File: src/rtl/icache_fetch_ctrl.sv
// icache_fetch_ctrl
//   Front-end fetch sequencer. Issues fixed-length INCR bursts of 64-bit beats
//   on the ICache AXI read port, starting from a sequential fetch PC, and queues
//   the returned beats in a small FIFO feeding decode (2 instructions per beat).
//   A redirect flushes the FIFO and restarts fetch at redirect_pc. If the
//   redirect lands while a burst is in flight, the rest of that burst is drained
//   and discarded, so the AXI protocol is never violated.
//
// Ports
//   clk, rst_n                 clock, asynchronous active-low reset
//   redirect_valid/redirect_pc flush and restart fetch at a new 4-byte aligned PC
//   arvalid/araddr/arburst/arsize/arlen/arready   AXI AR channel (master side)
//   rvalid/rdata/rlast/rready                     AXI R channel (master side)
//   fetch_valid/fetch_pc/fetch_data/fetch_ready   FIFO head towards decode;
//                              fetch_pc[2]=1 marks the low instruction invalid
module icache_fetch_ctrl #(
  parameter int          BURST_LEN  = 4,
  parameter int          FIFO_DEPTH = 8,
  parameter logic [31:0] RESET_PC   = 32'h0000_0000
) (
  input  logic        clk,
  input  logic        rst_n,
  input  logic        redirect_valid,
  input  logic [31:0] redirect_pc,
  output logic        arvalid,
  output logic [31:0] araddr,
  output logic [1:0]  arburst,
  output logic [2:0]  arsize,
  output logic [7:0]  arlen,
  input  logic        arready,
  input  logic        rvalid,
  input  logic [63:0] rdata,
  input  logic        rlast,
  output logic        rready,
  output logic        fetch_valid,
  output logic [31:0] fetch_pc,
  output logic [63:0] fetch_data,
  input  logic        fetch_ready
);

  localparam int AW = (FIFO_DEPTH > 1) ? $clog2(FIFO_DEPTH) : 1;
  localparam int CW = $clog2(FIFO_DEPTH + 1);
  localparam logic [CW-1:0] DEPTH_C = CW'(FIFO_DEPTH);
  localparam logic [CW-1:0] BL_C    = CW'(BURST_LEN);
  localparam logic [AW-1:0] LAST_PTR = AW'(FIFO_DEPTH - 1);
  localparam logic [31:0]   BURST_BYTES = 32'(8 * BURST_LEN);

  typedef enum logic [1:0] {IDLE, ADDR, DATA, DRAIN} state_t;

  typedef struct packed {
    logic [31:0] pc;
    logic [63:0] data;
  } fetch_entry_t;

  state_t       state, state_nxt;
  logic [31:0]  fpc, fpc_nxt;
  logic         kill, kill_nxt;
  logic [31:0]  bpc;
  logic [31:0]  araddr_q;

  fetch_entry_t        mem [FIFO_DEPTH];
  logic [AW-1:0]       rd_ptr, wr_ptr;
  logic [CW-1:0]       count;
  logic                push, pop, can_issue;

  // Issue only when a whole burst fits; this reserves the slots so the
  // FIFO can never overflow while beats stream in.
  assign can_issue = (DEPTH_C - count) >= BL_C;

  // Beats are only kept in DATA; a redirect that same cycle wins over the push.
  assign push = (state == DATA) && rvalid && !redirect_valid;
  assign pop  = fetch_valid && fetch_ready;

  assign arvalid = (state == ADDR);
  assign araddr  = araddr_q;
  assign arburst = 2'b01;
  assign arsize  = 3'b011;
  assign arlen   = 8'(BURST_LEN - 1);
  assign rready  = (state == DATA) || (state == DRAIN);

  always_comb begin
    state_nxt = state;
    fpc_nxt   = fpc;
    kill_nxt  = kill;
    case (state)
      IDLE: if (can_issue) state_nxt = ADDR;
      ADDR: begin
        if (arready) begin
          // An accepted AR must be followed by its data; a pending or
          // same-cycle redirect turns that data into a drain.
          state_nxt = (kill || redirect_valid) ? DRAIN : DATA;
          kill_nxt  = 1'b0;
        end else if (redirect_valid) begin
          kill_nxt  = 1'b1;
        end
      end
      DATA: begin
        if (rvalid && rlast) begin
          state_nxt = IDLE;
          fpc_nxt   = {fpc[31:3], 3'b000} + BURST_BYTES;
        end else if (redirect_valid) begin
          state_nxt = DRAIN;
        end
      end
      DRAIN: if (rvalid && rlast) state_nxt = IDLE;
      default: state_nxt = IDLE;
    endcase
    if (redirect_valid) fpc_nxt = redirect_pc;
  end

  always_ff @(posedge clk or negedge rst_n) begin
    if (!rst_n) begin
      state    <= IDLE;
      fpc      <= RESET_PC;
      kill     <= 1'b0;
      bpc      <= RESET_PC;
      araddr_q <= 32'h0;
    end else begin
      state <= state_nxt;
      fpc   <= fpc_nxt;
      kill  <= kill_nxt;
      // Address is captured on entry to ADDR and then held until handshake.
      if (state == IDLE && state_nxt == ADDR)
        araddr_q <= {fpc_nxt[31:3], 3'b000};
      if (state == ADDR && arready)
        bpc <= fpc;
      else if (push)
        // Only the first beat of a burst can carry pc[2]; later beats are aligned.
        bpc <= {bpc[31:3] + 29'd1, 3'b000};
    end
  end

  always_ff @(posedge clk) begin
    if (push) mem[wr_ptr] <= '{pc: bpc, data: rdata};
  end

  always_ff @(posedge clk or negedge rst_n) begin
    if (!rst_n) begin
      rd_ptr <= '0;
      wr_ptr <= '0;
      count  <= '0;
    end else if (redirect_valid) begin
      rd_ptr <= '0;
      wr_ptr <= '0;
      count  <= '0;
    end else begin
      if (push) wr_ptr <= (wr_ptr == LAST_PTR) ? '0 : wr_ptr + 1'b1;
      if (pop)  rd_ptr <= (rd_ptr == LAST_PTR) ? '0 : rd_ptr + 1'b1;
      case ({push, pop})
        2'b10:   count <= count + 1'b1;
        2'b01:   count <= count - 1'b1;
        default: count <= count;
      endcase
    end
  end

  assign fetch_valid = (count != '0);
  assign fetch_pc    = mem[rd_ptr].pc;
  assign fetch_data  = mem[rd_ptr].data;

endmodule

File: config.mk
export PLATFORM = sky130hd
export DESIGN_NAME = icache_fetch_ctrl
export DESIGN_NICKNAME = d
export VERILOG_FILES = /design/src/rtl/icache_fetch_ctrl.sv
export SDC_FILE = /design/constraint.sdc
export NUM_CORES = 1
export LEC_CHECK = 0
export CORE_AREA = 5 5 269 271
export CTS_BUF_LIST = sky130_fd_sc_hd__clkbuf_4 sky130_fd_sc_hd__clkbuf_8 sky130_fd_sc_hd__clkbuf_16
export DETAILED_ROUTE_END_ITERATION = 8
export DIE_AREA = 0 0 274 276
export GPL_TIMING_DRIVEN = 0
export MAX_ROUTING_LAYER = met4
export PLACE_DENSITY = 0.68
export SYNTH_ARGS = -nofsm -noshare
export SYNTH_HDL_FRONTEND = slang
export SYNTH_SLANG_ARGS = --single-unit
File: constraint.sdc
create_clock -name clk -period 11.95 [get_ports clk]
set_input_delay 1.7925 -clock clk [delete_from_list [all_inputs] [get_ports clk]]
set_output_delay 1.7925 -clock clk [all_outputs]
set_load 0.02 [all_outputs]
==> results.json <==
{
  "dp_hpwl_um": 51220,
  "worst_slew_pin_slew_ns": 1.120,
  "cts_root_buf": "clkbuf_16",
  "reg2reg_from": "state[0]",
  "slew_violations": 0,
  "fin_hold_ws_ns": 0.4998,
  "drive_above_1_share": 0.2720,
  "worstHoldPathType": "reg -> reg",
  "finClkSkew_ns": 0.02857,
  "leakagePower_nw": 13.75,
  "dieArea_sq_mm": 0.07562,
  "wl_per_cell_um": 24.49,
  "synthCells": 1707,
  "hold_path_depth": 1,
  "dieWidth_um": 274,
  "placed_cell_area_sq_mm": 0.03894,
  "htree_levels": 3,
  "maxCapViolCount": 0,
  "cts_buffers": 87,
  "nets": 2220,
  "path_clk_slew_ns": 0.06,
  "final_util": 0.6025,
  "mostFrequentLayoutCell": "edfxtp_1",
  "antennaDiodeCount": 0,
  "r2r_end": "mem[1][62]",
  "via_per_inst": 5.706,
  "clk-insertion-delay-late_ns": 0.63,
  "critPathRequiredTime_ns": 10.16,
  "crit_path_start_kind": "flip-flop",
  "area_delta_synth_final_pct": 21.76,
  "grt_usage": 0.2088,
  "final_cell_count_no_fill": 3124,
  "antenna_found_initial": 0,
  "drt-initial-drc-count": 1437,
  "postCtsSetupBuffers": 0,
  "use_met2": 0.3326,
  "core_sq_mm": 0.06954,
  "dr.pass1.iters": 7,
  "clock.fmax_ghz": 0.1732,
  "synth-seq-cells": 874,
  "via_count": 17826,
  "worstPathMaxFanout": 10,
  "routabilityCongestion": 0.8676,
  "reg2reg_depth": 10,
  "ios": 247,
  "globalRouteMet1Util": 0.2877,
  "syn-cell-area_sq_mm": 0.03442,
  "synth_enable_flop_cells": 768,
  "cts_hold_buf": 0,
  "synthFlopType": "edfxtp_1",
  "synth_seq_area_share": 0.7472,
  "numPortBuffers": 230,
  "slew_headroom": 0.2467,
  "met3_usage": 0.03425,
  "num_rows": 97,
  "design_area_sq_mm": 0.04190,
  "power_density_mw_per_mm2": 198.6,
  "rrSetupSlack_ns": 7.88,
  "grt_pass1_vias": 18748,
  "setup_viol": 0,
  "grt_max_degree": 72,
  "top_usage_layer": "met2",
  "rsz0062_at_grt": "no",
  "arrival_ns": 3.98,
  "start_util": 0.4949,
  "dp_cells": 2961,
  "detail_route.drc_violations": 0,
  "cts_sinks": 874,
  "final_antenna_net_count": 0,
  "whs_endpoint": "bpc[2]",
  "layout_min_cycle_time_ns": 5.774,
  "yosysWarnings": 0,
  "outcome": "finished, final reports clean",
  "gr-total-overflow": 0,
  "mostFrequentLayoutCells": "edfxtp_1, clkdlybuf4s50_1, mux4_2",
  "post_cts_resized": 0,
  "endpoint_kind": "output port",
  "async_flop_share": 0.1213,
  "wl_um": 76520,
  "grt_pass1_wl_um": 116900,
  "power_mw": 8.322,
  "period_share": 0.4832,
  "fp.dieH_um": 276,
  "vdd_drop_max_v": 0.0001442,
  "tritoncts": "built",
  "ctsLongestPathBuffers": 3,
  "fillCellCount": 4924,
  "synth.distinct_cells": 58,
  "critPathKind": "reg -> out",
  "holdCritStartpoint": "fpc[2]",
  "syn_avg_cell_area_sq_um": 20.16,
  "hold_viol": 0
}
==> cells by family (layout without fill, tap and decap cells) <==
logic type,count (synthesis),after routing,synth area share
mux,320,320,0.1673
fa+ha+maj,7,7,0.002545
buf+inv,110,573,0.01483
other cells,2,16,0.0002182
compound gates,108,108,0.02221
flops,874,874,0.7472
simple gates,259,259,0.03883
xor+xnor,27,27,0.006871
==> worst max-delay path by stage <==
stage,start,depth (start not counted),slack [ns],end
6_report,rd_ptr[0],6,6.18,fetch_pc[20]
5_1_grt,rd_ptr[0],6,6.01,fetch_pc[19]
4_1_cts,rd_ptr[2],5,6.01,fetch_pc[20]
3_5_place_dp,rvalid,11,5.89,mem[1][54]
3_3_place_gp,rvalid,6,-6.07,mem[1][48]
2_1_floorplan,redirect_valid,5,2.15,mem[1][0]
==> critical path: stages (launching register included) <==
cell and delay [ns]:
dfrtp_1 0.34, clkbuf_1 0.31, clkbuf_1 0.68, buf_2 0.52, mux4_2 0.56, mux2_2 0.28
clkdlybuf4s50_1 0.66
==> state kept, by name (all words and copies together), names as in the netlist <==
name	count
fpc	32
rd_ptr	3
count	4
kill	1
bpc	32
wr_ptr	3
state	2
araddr	29
mem	768
==> per-stage QoR <==
stage	TNS, ns	setup slack, ns
3_3_place_gp	-2657.23	-6.066
2_1_floorplan	0	2.146
6_report	0	6.176
5_1_grt	0	6.013
4_1_cts	0	6.009
3_5_place_dp	0	5.894
==> power breakdown <==
group | switching, mW | internal [mW]
combinational | 0.863 | 0.877
sequential | 0.227 | 3.58
clock | 1.15 | 1.62
==> cells in the mapped netlist, types with 8 or more instances <==
master / instances / area [sq um]
edfxtp_1: 768 / 23060
mux4_2: 192 / 4324
mux2_2: 121 / 1363
dfrtp_1: 106 / 2653
nand2_1: 100 / 375.4
clkbuf_1: 53 / 198.9
nor2_1: 44 / 165.2
o21ai_0: 30 / 150.1
buf_2: 27 / 135.1
nand3_1: 22 / 110.1
nand4_1: 21 / 131.4
xnor2_1: 20 / 175.2
nor3_1: 18 / 90.09
buf_4: 17 / 127.6
a21oi_1: 16 / 80.08
a221o_1: 13 / 130.1
o211ai_1: 13 / 97.59
and3_1: 10 / 62.56
nand2b_1: 8 / 50.05
==> metal layers <==
layer,vias up,share of wire
met5,-,0
met4,0,0.019
met3,110,0.058
met2,602,0.50
met1,9338,0.42
li1,7776,-
==> final cells by class <==
cell class	instances	area (sq um)	area share
sequential	874	25710	0.6137
buffer	104	488.0	0.01165
multi-input combinational	737	8300	0.1981
clock buffer	102	2367	0.05649
tap	940	1176	0.02807
inverter	6	22.52	0.0005375
clock inverter	61	590.6	0.01409
timing repair buffer	300	3243	0.07740
Note: power is estimated with default switching activity, not from simulation.
==> RTL edit: new RTL, same flow settings <==
Change the parameter `FIFO_DEPTH` from 8 to 4.
--- a/src/rtl/icache_fetch_ctrl.sv
+++ b/src/rtl/icache_fetch_ctrl.sv
@@ -15,7 +15,7 @@
 //                              fetch_pc[2]=1 marks the low instruction invalid
 module icache_fetch_ctrl #(
   parameter int          BURST_LEN  = 4,
-  parameter int          FIFO_DEPTH = 8,
+  parameter int          FIFO_DEPTH = 4,
   parameter logic [31:0] RESET_PC   = 32'h0000_0000
 ) (
   input  logic        clk,
Function: same outputs for any inputs over 4 cycles, from zero or initial values and one cycle with rst_n low; that may be too few to reach the edited logic, so the function may still have changed.
==> RTL edit against the original RTL <==
  * Global-route usage shrank 8.0 points
  * Worst setup slack better by 0.12 ns
  * Critical path depth down 1
  * Utilization shrank 24 points
  * Routed wire length is 37% lower
  * Final area decreased by 40%
  * Critical path type unchanged
  * Sequential power down 41%
  * Total power shrank 37%
  * Sequential cell count shrank 387
  * Synthesized area is 43% lower
  * Count of clock-buffer cells in the layout is 40 lower
==> RTL edit: results (changes against the original RTL) <==
skew_ns: 0.0214  # was 0.0286 ns
place_inst: 2331  # was 2961
insertion_delay_ns: 0.59  # was 0.63 ns
drt_iter0_markers: 974  # was 1437
synthCells: 1138  # was 1707
wl_um: 48200  # was 76500 um
synth_cell_type_count: 61  # was 58
ir_drop_v: 0.000127  # was 0.000144 V
dp_hpwl_um: 33400  # was 51200 um
seq_share: 0.563  # was 0.614
r2r_cells: 6  # was 10
nets: 1557  # was 2220
ff2ff_setup_slack_ns: 8.71  # was 7.88 ns
drive_gt1_frac: 0.170  # was 0.272
synth_common_cells: "edfxtp_1, dfrtp_1, mux4_2, nand2_1, nand3_1"  # was edfxtp_1, mux4_2, mux2_2, dfrtp_1, nand2_1
num_antenna_cells: 4  # was 0
drt_pass1_iterations: 7  # unchanged
design.seq.count: 487  # was 874
endpoint: "fetch_pc[11]"  # was fetch_pc[20]
htree_levels: 2  # was 3
yosysWarnings: 0  # unchanged
cts_resized: 0  # unchanged
clkbuf_count: 62  # was 102
clk_share: 0.0684  # was 0.0706
ys_seq_area_frac: 0.721  # was 0.747
routedWlPerCell_um: 19.8  # was 24.5 um
clk_path_buf_depth: 3  # unchanged
r2r_start: "state[1]"  # was state[0]
synth_edf_count: 384  # was 768
gp_congestion: 0.874  # was 0.868
cts_buffers: 51  # was 87
drt-vias-per-instance: 4.74  # was 5.71
critical_path_class: "flop to output port"  # unchanged
multiInputGateArea_sq_um: 5080  # was 8300 sq um
cts_setup_buffers: 0  # unchanged
p_leak_uw: 0.00842  # was 0.0138 uW
nFillCells: 6498  # was 4924
top_regs: "mem x384, bpc x32, fpc x32"  # was mem x768, bpc x32, fpc x32
worst_pin_slew_ns: 0.910  # was 1.12 ns
grt_max_degree: 73  # was 72
status: "finished, final reports clean"  # unchanged
io_buffers: 230  # unchanged
antenna_found_initial: 4  # was 0
cp.arrival_ns: 3.86  # was 3.98 ns
n_all_inverters: 10  # was 6
multi_input_gates: 574  # was 737
n_all_buffers: 321  # was 404
final-nonclk-buf-share: 0.118  # was 0.0890
synth-main-ff-cell: "edfxtp_1"  # unchanged
power.share.sequential: 0.424  # was 0.457
grt_usage: 0.128  # was 0.209
ys_top_cells_by_area: "edfxtp_1, dfrtp_1, mux4_2"  # was edfxtp_1, mux4_2, dfrtp_1
hold_class: "flop to flop"  # unchanged
synthArstFlopShare: 0.211  # was 0.121
worstSetupStartpoint: "rd_ptr[1]"  # was rd_ptr[0]
grt_pass1_wl_um: 73600  # was 117000 um
switchingPower_uw: 1600  # was 2240 uW
crit_fanout: 10  # unchanged
pwr-share-comb: 0.273  # was 0.209
r2r_end: "mem[1][23]"  # was mem[1][62]
RTL edit: per-layer routing:
metal / GRT usage / vias to the layer above / part of all wire
li1: - / 5136 / -
met1: 0.168 / 5843 / 0.43
met2: 0.206 / 456 / 0.48
met3: 0.0306 / 70 / 0.071
met4: 0.0276 / 0 / 0.018
met5: - / - / 0
RTL edit: per-stage QoR:
step                      total power [uW]  hold WS, ns  setup WS [ns]  instance area (sq um)
after detailed placement              3730        0.474           6.69                  23300
after global routing                  5530        0.521           6.03                  25100
final                                 5270        0.482           6.30                  25100
after global placement                3700        0.489           3.63                  23100
after floorplan                       3060        0.464           6.63                  19600
after CTS                             5350        0.487           6.04                  25100
RTL edit: worst min path at each step:
stage               startpoint   endpoint  slack [ns]  cells after the start
floorplan                 kill       kill        0.46                      2
global placement     araddr[4]  araddr[4]        0.49                      2
detailed placement   araddr[4]  araddr[4]        0.47                      2
CTS                  araddr[4]  araddr[4]        0.49                      2
global route         araddr[3]  araddr[3]        0.52                      2
finish               araddr[4]  araddr[4]        0.48                      2
RTL edit: critical path, stage by stage (launching register included):
cell,delay (ns)
dfrtp_1,0.35
clkbuf_1,0.54
clkbuf_1,0.64
buf_1,0.65
mux4_2,0.34
clkdlybuf4s50_1,0.74
RTL edit: kinds of logic (layout without fill, tap and decap cells):
kind of cell	Yosys count	in the layout	share of synthesized area
AO/OA/AOI/OAI	120	120	0.0422
multiplexers	118	118	0.122
XOR/XNOR	13	13	0.00582
other	2	20	0.000384
flip-flops	487	487	0.721
AND/OR/NAND/NOR	298	298	0.0795
adder cells (fa/ha/maj)	9	9	0.00614
buffers and inverters	91	424	0.0228
